==> src/rtl/scaler_stages_pkg.sv <==
`default_nettype none
// +----------------------------------------------------------------------+
// | scaler_stages_pkg                                                    |
// | Shared scaler constants: stage count default and stage-name mapping. |
// | Rev 1.0 - initial release                                            |
// +----------------------------------------------------------------------+
package scaler_stages_pkg;

  localparam int c_nstages_default = 4;
  localparam int c_nstages_min     = 2;
  localparam int c_nstages_max     = 12;

  // FS_OUT bit 0 is scaler stage FS03; bit i is FS(03+i).
  localparam int c_first_stage_num = 3;

  function automatic int stage_name_num(input int bit_idx);
    return bit_idx + c_first_stage_num;
  endfunction

endpackage
`default_nettype wire

==> src/rtl/scaler_stages_if.sv <==
`default_nettype none
// +----------------------------------------------------------------------+
// | scaler_stages_if                                                     |
// | Carry input, stage outputs and interrupt handshake of the scaler.    |
// | Rev 1.0 - initial release                                            |
// +----------------------------------------------------------------------+
interface scaler_stages_if
  import scaler_stages_pkg::*;
#(
  parameter int NSTAGES = c_nstages_default
);

  logic               FS02;
  logic [NSTAGES-1:0] FS_OUT;
  logic [NSTAGES-1:0] FA_OUT;
  logic [NSTAGES-1:0] FB_OUT;
  logic               RUPT_REQ;
  logic               RUPT_ACK;

  modport slave (
    input  FS02,
    input  RUPT_ACK,
    output FS_OUT,
    output FA_OUT,
    output FB_OUT,
    output RUPT_REQ
  );

  modport master (
    output FS02,
    output RUPT_ACK,
    input  FS_OUT,
    input  FA_OUT,
    input  FB_OUT,
    input  RUPT_REQ
  );

endinterface
`default_nettype wire

==> src/rtl/scaler_bit.sv <==
`default_nettype none
// +----------------------------------------------------------------------+
// | scaler_bit                                                           |
// | One binary scaler stage: toggles on carry-in, emits A/B phase pulses.|
// | Rev 1.0 - initial release                                            |
// +----------------------------------------------------------------------+
module scaler_bit (
  input  wire logic FS01_,
  input  wire logic rst,
  input  wire logic i_carry,
  output logic      o_state,
  output logic      o_fa,
  output logic      o_fb,
  output logic      o_carry
);

  logic r_state;
  logic r_fa;
  logic r_fb;

  always_ff @(posedge FS01_ or posedge rst) begin
    if (rst) begin
      r_state <= 1'b0;
      r_fa    <= 1'b0;
      r_fb    <= 1'b0;
    end else if (i_carry) begin
      r_state <= ~r_state;
      r_fa    <= ~r_state;
      r_fb    <= r_state;
    end else begin
      r_fa    <= 1'b0;
      r_fb    <= 1'b0;
    end
  end

  // Ripple carry uses the pre-edge state so the whole chain increments in one edge.
  assign o_carry = i_carry & r_state;
  assign o_state = r_state;
  assign o_fa    = r_fa;
  assign o_fb    = r_fb;

endmodule
`default_nettype wire

==> src/rtl/scaler_stages.sv <==
`default_nettype none
// +----------------------------------------------------------------------+
// | scaler_stages                                                        |
// | FS03.. binary scaler chain clocked by FS02 falling edges, with       |
// | sticky wrap interrupt request.                                       |
// | Rev 1.0 - initial release                                            |
// +----------------------------------------------------------------------+
module scaler_stages
  import scaler_stages_pkg::*;
#(
  parameter int NSTAGES = c_nstages_default
) (
  input  wire logic      FS01_,
  input  wire logic      rst,
  scaler_stages_if.slave bus
);

  logic               r_fs02_q;
  logic               r_rupt_req;
  logic               w_carry;
  logic               w_wrap;
  logic [NSTAGES:0]   w_chain;
  logic [NSTAGES-1:0] w_state;
  logic [NSTAGES-1:0] w_fa;
  logic [NSTAGES-1:0] w_fb;

  always_ff @(posedge FS01_ or posedge rst) begin
    if (rst) begin
      r_fs02_q <= 1'b0;
    end else begin
      r_fs02_q <= bus.FS02;
    end
  end

  // Carry is seen on the first edge that samples FS02 low after it was high.
  assign w_carry    = r_fs02_q & ~bus.FS02;
  assign w_chain[0] = w_carry;

  generate
    for (genvar gi = 0; gi < NSTAGES; gi++) begin : g_stage
      scaler_bit u_bit (
        .FS01_   (FS01_),
        .rst     (rst),
        .i_carry (w_chain[gi]),
        .o_state (w_state[gi]),
        .o_fa    (w_fa[gi]),
        .o_fb    (w_fb[gi]),
        .o_carry (w_chain[gi+1])
      );
    end
  endgenerate

  assign w_wrap = w_chain[NSTAGES];

  // Wrap wins over a coincident acknowledge.
  always_ff @(posedge FS01_ or posedge rst) begin
    if (rst) begin
      r_rupt_req <= 1'b0;
    end else if (w_wrap) begin
      r_rupt_req <= 1'b1;
    end else if (bus.RUPT_ACK) begin
      r_rupt_req <= 1'b0;
    end
  end

  assign bus.FS_OUT   = w_state;
  assign bus.FA_OUT   = w_fa;
  assign bus.FB_OUT   = w_fb;
  assign bus.RUPT_REQ = r_rupt_req;

endmodule
`default_nettype wire

==> src/flat_wrapper.sv <==
// flat-port wrapper written by rule: the top's interface ports become plain ports
module scaler_stages_flat import scaler_stages_pkg::*;
#(
  parameter int NSTAGES = c_nstages_default
)
  (FS01_, rst, bus_FS02, bus_RUPT_ACK, bus_FS_OUT, bus_FA_OUT, bus_FB_OUT, bus_RUPT_REQ);
  scaler_stages_if #(.NSTAGES(NSTAGES)) bus_i ();
  input  wire logic FS01_;
  input  wire logic rst;
  input wire logic [$bits(bus_i.FS02)-1:0] bus_FS02;
  input wire logic [$bits(bus_i.RUPT_ACK)-1:0] bus_RUPT_ACK;
  output wire logic [$bits(bus_i.FS_OUT)-1:0] bus_FS_OUT;
  output wire logic [$bits(bus_i.FA_OUT)-1:0] bus_FA_OUT;
  output wire logic [$bits(bus_i.FB_OUT)-1:0] bus_FB_OUT;
  output wire logic [$bits(bus_i.RUPT_REQ)-1:0] bus_RUPT_REQ;
  assign bus_i.FS02 = bus_FS02;
  assign bus_i.RUPT_ACK = bus_RUPT_ACK;
  assign bus_FS_OUT = bus_i.FS_OUT;
  assign bus_FA_OUT = bus_i.FA_OUT;
  assign bus_FB_OUT = bus_i.FB_OUT;
  assign bus_RUPT_REQ = bus_i.RUPT_REQ;
  scaler_stages #(.NSTAGES(NSTAGES)) u_core (.FS01_(FS01_), .rst(rst), .bus(bus_i));
endmodule
==> config.mk <==
export PLATFORM = sky130hd
export DESIGN_NAME = scaler_stages_flat
export DESIGN_NICKNAME = d
export VERILOG_FILES = /design/src/rtl/scaler_stages_pkg.sv /design/src/rtl/scaler_stages_if.sv /design/src/rtl/scaler_bit.sv /design/src/rtl/scaler_stages.sv /design/src/flat_wrapper.sv
export SDC_FILE = /design/constraint.sdc
export NUM_CORES = 1
export LEC_CHECK = 0
export ABC_AREA = 1
export CAP_MARGIN = 20
export CORE_UTILIZATION = 44
export CTS_CLUSTER_DIAMETER = 100
export CTS_CLUSTER_SIZE = 14
export DETAILED_ROUTE_END_ITERATION = 7
export PLACE_DENSITY = 0.75
export SYNTH_ARGS = -nofsm -noshare
export SYNTH_HDL_FRONTEND = slang
export SYNTH_SLANG_ARGS = --single-unit
export TNS_END_PERCENT = 30
==> constraint.sdc <==
create_clock -name FS01_ -period 1.2 [get_ports FS01_]
set_input_delay 0.24 -clock FS01_ [delete_from_list [all_inputs] [get_ports FS01_]]
set_output_delay 0.24 -clock FS01_ [all_outputs]
set_load 0.01 [all_outputs]
After elaboration in Yosys (flattened, before gate mapping)
Cells that the tools add are included.

Bits in registers: 14. Output and inout port bits: 13. Logic and storage cells: 35.

Mux-type cells: 10. Bitwise logic cells: 10. Reduce and logical (&&, ||, !) cells: 1.

Operator list (number): two-way mux 1 bit (10); AND 1 bit (5); NOT 1 bit (5); nonzero test 2 bit (1).

Longest topological paths before layout
Gate-level depths: netlist of the first run.

Depth after elaboration: 7. Depth in mapped cells: 5.

Cells and area by module
A second synthesis of the first run with hierarchy kept.

Cells, all modules: 57. Area total of the unflattened synthesis: 514.2 µm².

By module, submodules not included: scaler_bit (times used 4, cells each 12, area each 108.9 µm², seq. area each 75.1 µm²); scaler_stages (times used 1, cells each 9, area each 78.8 µm², seq. area each 50.0 µm²).

Worst setup path before layout of the first run
No wires, ideal clock.

Kind: reg-to-reg. From: register u_core.g_stage[0].u_bit.r_state. To: register u_core.g_stage[3].u_bit.r_state. Arrival time: 0.804 ns. Path slack: 0.331 ns. Cell stages (with the launch flop): 5. Path buffers: 0. Path through: dfrtp_1 -> nand3_4 -> nor2_4 -> nand3_2 -> nand2_1.

Word-level cells in the longest chain between the ends: 3.

Ends and longest elaborated chain: start, declared (RTL line scaler_bit.sv:17) `logic r_state;`; start signal, assigned (RTL line scaler_bit.sv:27) `r_state <= ~r_state;`; AND 1 bit (2 in a row) (RTL line scaler_bit.sv:37) `assign o_carry = i_carry & r_state;`; via u_core.g_stage[1].u_bit.o_carry (RTL line scaler_bit.sv:14) `output logic o_carry`; AND 1 bit (RTL line scaler_bit.sv:37); end signal, assigned (RTL line scaler_bit.sv:27); end, declared (RTL line scaler_bit.sv:17).

The timed path passes the listed nets, and every way through them passes these cells. A chain may end at the register's enable or synchronous reset.

Final worst setup path of the first run
From: register u_core.g_stage[0].u_bit.r_fb. To: output bus_FB_OUT[0].

RTL lines: start, declared (RTL line scaler_bit.sv:19) `logic r_fb;`; start signal, assigned (RTL line scaler_bit.sv:29) `r_fb <= r_state;`; end, declared (RTL line flat_wrapper.sv:14) `output wire logic [$bits(bus_i.FB_OUT)-1:0] bus_FB_OUT;`.

No word-level cell between the ends.

==> impl_metrics.json, run 1 <==
{
  "status": "finished, final reports clean",
  "synth_cell_types": 12,
  "cts_made_buffers": 3,
  "slowest_stage": "dfrtp_1",
  "syn_inst": 56,
  "seq_area_sq_um": 350,
  "slew-limit-headroom": 0.853,
  "clk_pin_slew_ns": 0.09,
  "h-tree-depth": 1,
  "hpwl_um": 683,
  "final.period_utilization": 0.973,
  "min_path_type": "in -> async",
  "worstPathRequired_ns": 0.96,
  "n_fill_cell": 92,
  "setup-violations-final": 0,
  "slew_viol_final": 0,
  "drc": 0,
  "worstMarginPinSlew_ns": 0.219,
  "ys_seq_elements": 14,
  "timing.hold.ws_ns": 0.232,
  "syn_area_per_cell_sq_um": 10.7,
  "tritoncts": "yes",
  "grt_pass1_wl_um": 1520,
  "placed_cells_incl_taps": 80,
  "critPathBufInv": 1,
  "die_area_sq_mm": 0.00152,
  "fp-row-count": 12,
  "cts_root_buffer": "clkbuf_4",
  "grt_start_max_net_pins": 15,
  "area_growth_pct": 27.7,
  "overflow": 0,
  "n_antenna_cell": 0,
  "crit_family": "flip-flops",
  "cp-start-kind": "flip-flop",
  "slowest_delay_ns": 0.36,
  "cts_hold_buf": 0,
  "netlist_area_sq_um": 601,
  "setup_ws_ns": 0.0324,
  "fmaxAchievable_mhz": 856,
  "ys_warn_count": 0,
  "skew_ns": 0.00706,
  "cp_data_arrival_time_ns": 0.93,
  "cap_violations": 0,
  "cts_buffer_depth": 2,
  "fp.dieH_um": 38.9,
  "p_leak_nw": 0.463,
  "clk_latency_ns": 0.29,
  "vias": 374,
  "ir_worst_vdd_mv": 1.30,
  "top_layer_used": "met4",
  "worst-path-max-fanout": 1,
  "grt_pass1_vias": 379,
  "gp_congestion": 0.808,
  "layout.nets": 76,
  "wl_met1_um": 361,
  "io_buffers": 16,
  "cts.sinks": 14,
  "drt_wl_total_um": 934,
  "post-route-min-period_ns": 1.17,
  "met3WireLength_um": 51,
  "core_sq_mm": 0.00119,
  "ant_nets": 0,
  "wl_per_cell_um": 11.0,
  "antenna_found_initial": 0,
  "end_kind": "primary output",
  "seq_area_frac_synth": 0.583,
  "met2_wirelength_um": 471,
  "total_power_mw": 1.53,
  "path_class": "reg -> out",
  "synthesis.nets": 60,
  "drt_iter0_drc": 5,
  "power_density_mw_per_mm2": 2000,
  "final_cells": 85,
  "viasPerCell": 4.40,
  "die_w_um": 38.9,
  "grt_usage": 0.160,
  "pre_cts_ws_ns": -0.132,
  "ios": 17,
  "start_util": 0.506,
  "drive_above_1_share": 0.211,
  "crit_chain": "dlygate4sd2_1",
  "firstDrtPassIters": 3,
  "multiInputGateArea_sq_um": 115,
  "hold_violations": 0
}
[cell usage after synthesis, drive strengths merged]
cell type	n	area share
dfrtp	14	0.58
buf	12	0.15
inv	12	0.075
nand2	7	0.044
nor2	4	0.037
nand3	3	0.063
nand4	1	0.010
o21ai	1	0.0083
xnor2	1	0.015
xor2	1	0.015
[final cells by class]
| type | count | area share |
|---|---|---|
| clock buffer | 4 | 0.0473 |
| multi-input combinational | 18 | 0.150 |
| timing repair buffer | 23 | 0.264 |
| sequential | 14 | 0.457 |
| tap | 14 | 0.0228 |
| inverter | 12 | 0.0587 |
[layer usage]
metal / GRT usage / up-vias
li1: - / 180
met1: 0.186 / 175
met2: 0.233 / 13
met3: 0.0520 / 6
met4: 0.138 / 0
met5: 0 / -
[timing repair]
item	CTS	global route
hold endpoints to repair	0	0
endpoints found under the setup margin	13	2
buffers inserted	0	1
resized for setup	16	2
[cells by family after synthesis]
logic type,Yosys count,synth area share
compound gates,1,0.00833
flops,14,0.583
xor+xnor,2,0.0292
simple gates,15,0.154
buf+inv,24,0.225
[stage by stage]
stage,cell area [sq um],setup TNS (ns),utilization
finish,767,0,0.647
global placement,733,-0.235,0.618
detailed placement,733,-0.490,0.618
CTS,757,0,0.638
floorplan,601,0,-
global route,767,-0.0187,0.647
[placed cells by master (no fill, tap or decap), types with 2 or more instances in the layout]
master and count:
dlygate4sd2_1 8, dfrtp_1 14, inv_1 12, nand3_2 2, clkdlybuf4s50_1 3, nor2_1 3
nand2_1 7, clkdlybuf4s15_1 5, clkbuf_4 3, buf_4 7
[registers in the layout (all words and copies together) (netlist names)]
| register | flops |
|---|---|
| u_core.g_stage.u_bit.o_fa | 4 |
| u_core.g_stage.u_bit.o_state | 4 |
| u_core.g_stage.u_bit.o_fb | 4 |
| u_core.bus.RUPT_REQ | 1 |
| u_core.r_fs02_q | 1 |
[where the power goes]
| group | leakage (nW) | switching (mW) | internal (mW) | total (mW) |
|---|---|---|---|---|
| Combinational | 0.259 | 0.295 | 0.282 | 0.577 |
| Sequential | 0.184 | 0.0422 | 0.572 | 0.614 |
| Clock | 0.0210 | 0.157 | 0.185 | 0.342 |
| Total | 0.463 | 0.495 | 1.04 | 1.53 |
[path summary, 6_finish.rpt]
path | from | to | slack (ns) | cells after the start
worst max-delay path | u_core.g_stage[0].u_bit.o_fb$_DFF_PP0_ | bus_FB_OUT[0] | 0.03 | 1
min in group FS01_ | bus_FS02 | u_core.r_fs02_q$_DFF_PP0_ | 0.44 | 1
worst min-delay path | rst | u_core.g_stage[0].u_bit.o_fb$_DFF_PP0_ | 0.23 | 3
max in group asynchronous | rst | u_core.g_stage[3].u_bit.o_state$_DFFE_PP0N_ | 0.80 | 3
worst max register to register | u_core.g_stage[0].u_bit.o_state$_DFFE_PP0N_ | u_core.g_stage[2].u_bit.o_state$_DFFE_PP0N_ | 0.19 | 4
worst min register to register | u_core.bus.RUPT_REQ$_DFFE_PP0P_ | u_core.bus.RUPT_REQ$_DFFE_PP0P_ | 0.49 | 2
Power figures use the tool's default switching activity.
==> inputs of run 2 (changes only) <==
--- a/config.mk
+++ b/config.mk
@@ -7,6 +7,7 @@
 export LEC_CHECK = 0
 export ABC_AREA = 1
 export CAP_MARGIN = 20
+export CORE_MARGIN = 2
 export CORE_UTILIZATION = 44
 export CTS_CLUSTER_DIAMETER = 100
 export CTS_CLUSTER_SIZE = 14
==> run 2 against run 1 <==
  * Hold slack gained 0.024 ns
  * Sequential share of layout area up 0.30 points
  * Total power fell by 4.0%
  * Sequential power hardly changed
  * Clock skew is 0.0068 ns lower
  * Critical path type unchanged
  * Largest cell class unchanged
  * Highest routed layer unchanged
==> impl_metrics.json, run 2 (synthesized netlist as in run 1, its figures left out) <==
{
  "drive_above_1_share": 0.200,
  "overflow": 0,
  "status": "finished, final reports clean",
  "min_path_type": "in -> async",
  "place_area_sq_um": 734,
  "crit_start": "u_core.g_stage[0].u_bit.o_fb$_DFF_PP0_",
  "rsz0062_at_grt": "no",
  "cts_made_buffers": 3,
  "die_area_sq_mm": 0.00168,
  "crit_chain": "dlygate4sd2_1",
  "antenna_found_initial": 0,
  "fin_util": 0.593,
  "slowest_stage": "dfrtp_1",
  "drc": 0,
  "reg2reg_to": "u_core.g_stage[2].u_bit.o_state$_DFFE_PP0N_",
  "tritoncts": "yes",
  "r2r_start": "u_core.g_stage[1].u_bit.o_state$_DFFE_PP0N_",
  "io_buffers": 16,
  "r2r_slack_ns": 0.23,
  "die_w_um": 40.9,
  "post-route-min-period_ns": 1.15,
  "cp-endpoint": "bus_FB_OUT[0]",
  "grt_pass1_vias": 321,
  "grt_pass1_wl_um": 1290,
  "critPathBufInv": 1,
  "placed_cells_incl_taps": 81,
  "cts_buffer_depth": 2,
  "core_sq_mm": 0.00128,
  "final_cells": 85,
  "tns_ns": 0,
  "vias": 339,
  "fin_area_sq_um": 762,
  "post_cts_buffers": 0,
  "fp-row-count": 13,
  "area_growth_pct": 26.9,
  "clk_pin_slew_ns": 0.08,
  "wl_per_cell_um": 9.35,
  "ant_nets": 0,
  "drt_iter0_drc": 0,
  "layout_commonest_cell": "dfrtp_1",
  "layout.nets": 75,
  "firstDrtPassIters": 1,
  "fmaxAchievable_mhz": 870,
  "slew-limit-headroom": 0.885,
  "gp_congestion": 0.766,
  "hold_violations": 0,
  "worst-path-max-fanout": 1,
  "power_density_mw_per_mm2": 1930,
  "cts_hold_buf": 0,
  "p_leak_nw": 0.455,
  "n_fill_cell": 112,
  "final.period_utilization": 0.958,
  "n_antenna_cell": 0,
  "setup-violations-final": 0,
  "cap_violations": 0,
  "cts.sinks": 14,
  "r2r.worst_path.cells": 5,
  "viasPerCell": 3.99,
  "slew_viol_final": 0,
  "seq_area_sq_um": 350,
  "grt_start_max_net_pins": 15,
  "crit_family": "flip-flops",
  "hpwl_um": 633,
  "worstPathRequired_ns": 0.96,
  "end_kind": "primary output",
  "start_util": 0.467,
  "total_power_mw": 1.47,
  "h-tree-depth": 1,
  "fp.dieH_um": 40.9,
  "cp-start-kind": "flip-flop",
  "crit_cells": 1,
  "cp_data_arrival_time_ns": 0.91,
  "cts_root_buffer": "clkbuf_4",
  "layout_common_cells": "14 x dfrtp_1, 12 x inv_1, 7 x nand2_1, 7 x dlygate4sd2_1",
  "clk_latency_ns": 0.27,
  "slowest_delay_ns": 0.36,
  "drt_wl_total_um": 795,
  "ios": 17,
  "grt_usage": 0.128,
  "multiInputGateArea_sq_um": 115,
  "ir_worst_vdd_mv": 1.02,
  "worstMarginPinSlew_ns": 0.172,
  "path_class": "reg -> out",
  "skew_ns": 0.000280
}
run 2: final cells by class:
class | instances | share of cell area
multi-input cells | 18 | 0.151
clock buffers | 4 | 0.0476
inverters | 12 | 0.0591
repair buffers | 22 | 0.258
flip-flops and latches | 14 | 0.460
well taps | 15 | 0.0246
run 2: worst min path at each step:
stage	slack, ns	cells past startpoint	end
2_1_floorplan	0.13	1	u_core.bus.RUPT_REQ$_DFFE_PP0P_
6_report	0.26	3	u_core.g_stage[0].u_bit.o_fa$_DFF_PP0_
5_1_grt	0.29	3	u_core.g_stage[0].u_bit.o_fa$_DFF_PP0_
3_3_place_gp	0.47	2	u_core.bus.RUPT_REQ$_DFFE_PP0P_
3_5_place_dp	0.47	2	u_core.bus.RUPT_REQ$_DFFE_PP0P_
4_1_cts	0.25	3	u_core.g_stage[3].u_bit.o_state$_DFFE_PP0N_
run 2: where the power goes:
group	internal (mW)	switching [mW]
Sequential	0.572	0.0398
Clock	0.184	0.140
Combinational	0.265	0.272
Total	1.02	0.451
run 2: through the flow:
stage	hold slack (ns)	setup WS, ns
floorplan	0.129	0.331
global placement	0.467	-0.0411
detailed placement	0.474	-0.0986
CTS	0.250	0.00115
global route	0.294	0.00154
finish	0.256	0.0503
run 2: metal layers:
layer / GRT usage / wire (um) / vias up
met2: 0.227 / 461 / 8
met3: 0.0163 / 29 / 2
li1: - / - / 180
met5: 0 / 0 / -
met1: 0.124 / 290 / 149
met4: 0.125 / 14 / 0
run 2: what timing repair did:
action | CTS | global route
gates resized for setup | 13 | 6
endpoints found under the setup margin | 13 | 6
endpoints found under the hold margin | 0 | 0
==> inputs of run 3 (changes only) <==
--- a/config.mk
+++ b/config.mk
@@ -13,6 +13,7 @@
 export CTS_CLUSTER_SIZE = 14
 export DETAILED_ROUTE_END_ITERATION = 7
 export PLACE_DENSITY = 0.75
+export SETUP_SLACK_MARGIN = 0.2
 export SYNTH_ARGS = -nofsm -noshare
 export SYNTH_HDL_FRONTEND = slang
 export SYNTH_SLANG_ARGS = --single-unit
==> run 3 against run 2 <==
  * Via count grew 5.3%
  * Highest routed layer unchanged
  * Die area is the same
  * Total power grew 4.3%
  * First-iteration DRC count is the same
  * Final cell count grew 4.7%
  * Sequential share of layout area grew 1.4 points
  * Count of clock-buffer cells in the layout is the same
  * Core utilization shrank 1.8 points
==> impl_metrics.json, run 3 (synthesized netlist as in run 1, its figures left out) <==
{
  "slew-limit-headroom": 0.883,
  "clk_latency_ns": 0.27,
  "slew_viol_final": 0,
  "cap_violations": 0,
  "timing.hold.ws_ns": 0.252,
  "slowest_stage": "dfrtp_1",
  "gp_congestion": 0.766,
  "vias": 357,
  "end_kind": "flip-flop",
  "layout.nets": 79,
  "slowest_delay_ns": 0.38,
  "grt_pass1_wl_um": 1330,
  "placed_cells_incl_taps": 81,
  "n_fill_cell": 127,
  "cts_buffer_depth": 2,
  "drt_iter0_drc": 0,
  "n_antenna_cell": 0,
  "wl_per_cell_um": 10.9,
  "setup-violations-final": 0,
  "final_cells": 89,
  "path_class": "reg -> reg",
  "crit_chain": "buf_4, buf_6, nand3_4, buf_4, buf_4, nor2_1",
  "drive_above_1_share": 0.432,
  "skew_ns": 0.00363,
  "die_w_um": 40.9,
  "final.period_utilization": 0.877,
  "setup_ws_ns": 0.147,
  "cts.sinks": 14,
  "io_buffers": 16,
  "layout_common_cells": "14 x dfrtp_1, 13 x buf_2, 11 x inv_1",
  "overflow": 0,
  "hpwl_um": 633,
  "layout_commonest_cell": "dfrtp_1",
  "firstDrtPassIters": 1,
  "grt_usage": 0.134,
  "h-tree-depth": 1,
  "place_area_sq_um": 734,
  "drc": 0,
  "fin_util": 0.575,
  "cts_made_buffers": 3,
  "min_path_type": "in -> async",
  "p_leak_nw": 0.457,
  "ant_nets": 0,
  "viasPerCell": 4.01,
  "status": "finished, final reports clean",
  "clk_pin_slew_ns": 0.08,
  "cp-start-kind": "flip-flop",
  "fp.dieH_um": 40.9,
  "ir_worst_vdd_mv": 1.00,
  "total_power_mw": 1.54,
  "grt_pass1_vias": 326,
  "fp-row-count": 13,
  "area_growth_pct": 23.1,
  "core_sq_mm": 0.00128,
  "post-route-min-period_ns": 1.05,
  "rsz0062_at_grt": "yes",
  "crit_family": "buffers and inverters",
  "cp_common_cell": "buf_4",
  "fin_area_sq_um": 739,
  "tns_ns": 0,
  "cts_root_buffer": "clkbuf_4",
  "ios": 17,
  "grt_start_max_net_pins": 15,
  "tritoncts": "yes",
  "power_density_mw_per_mm2": 2080,
  "worstPathRequired_ns": 1.37,
  "cp_data_arrival_time_ns": 1.23,
  "fmaxAchievable_mhz": 950,
  "drt_wl_total_um": 967,
  "die_area_sq_mm": 0.00168,
  "worst-path-max-fanout": 4,
  "worstMarginPinSlew_ns": 0.175,
  "pre_cts_ws_ns": -0.0986,
  "hold_violations": 0,
  "antenna_found_initial": 0,
  "critPathBufInv": 4,
  "start_util": 0.467
}
-- run 3: cell types whose count changed in the layout (fill, tap and decap cells not counted) --
cell,delta
clkdlybuf4s15_1,-6
inv_1,-1
inv_2,+1
buf_2,+13
buf_4,+3
buf_6,+1
dlygate4sd2_1,-7
-- run 3: final timing paths --
kind / from / endpoint / slack (ns) / cells past startpoint
worst min-delay path: rst / u_core.g_stage[1].u_bit.o_fb$_DFF_PP0_ / 0.25 / 3
worst min register to register: u_core.bus.RUPT_REQ$_DFFE_PP0P_ / u_core.bus.RUPT_REQ$_DFFE_PP0P_ / 0.48 / 2
worst max register to register: u_core.g_stage[0].u_bit.o_state$_DFFE_PP0N_ / u_core.g_stage[1].u_bit.o_fa$_DFF_PP0_ / 0.15 / 6
max in group asynchronous: rst / u_core.g_stage[0].u_bit.o_state$_DFFE_PP0N_ / 0.79 / 3
min in group FS01_: u_core.bus.RUPT_REQ$_DFFE_PP0P_ / u_core.bus.RUPT_REQ$_DFFE_PP0P_ / 0.48 / 2
worst max-delay path: u_core.g_stage[0].u_bit.o_state$_DFFE_PP0N_ / u_core.g_stage[1].u_bit.o_fa$_DFF_PP0_ / 0.15 / 6
-- run 3: tightest hold or removal path: stages --
cell,delay (ns)
clkdlybuf4s50_1,0.40
inv_1,0.05
buf_4,0.20
-- run 3: cell type report --
class	instances	area, sq um	share of cell area
tap	15	18.8	0.0254
sequential	14	350	0.474
clock buffer	4	36.3	0.0491
inverter	12	45.0	0.0609
multi-input combinational	18	115	0.156
timing repair buffer	26	174	0.235
-- run 3: report_power, final --
part           total [mW]  switching (mW)  internal (mW)  leakage (nW)
combinational       0.596           0.308          0.288         0.252
clock               0.329           0.145          0.184        0.0210
sequential          0.611          0.0396          0.572         0.184
-- run 3: repair_timing --
action                     CTS  global route
hold buffers                 0             0
setup buffers                1             3
setup endpoints to repair   13            22
pin swaps                    0             4
resized for setup           52             2
-- run 3: per-layer routing --
| metal | global-route usage | routed length (um) | part of all wire |
|---|---|---|---|
| met5 | 0 | 0 | 0 |
| met3 | 0.0163 | 41 | 0.042 |
| met1 | 0.128 | 359 | 0.37 |
| met4 | 0.125 | 14 | 0.014 |
| met2 | 0.242 | 552 | 0.57 |
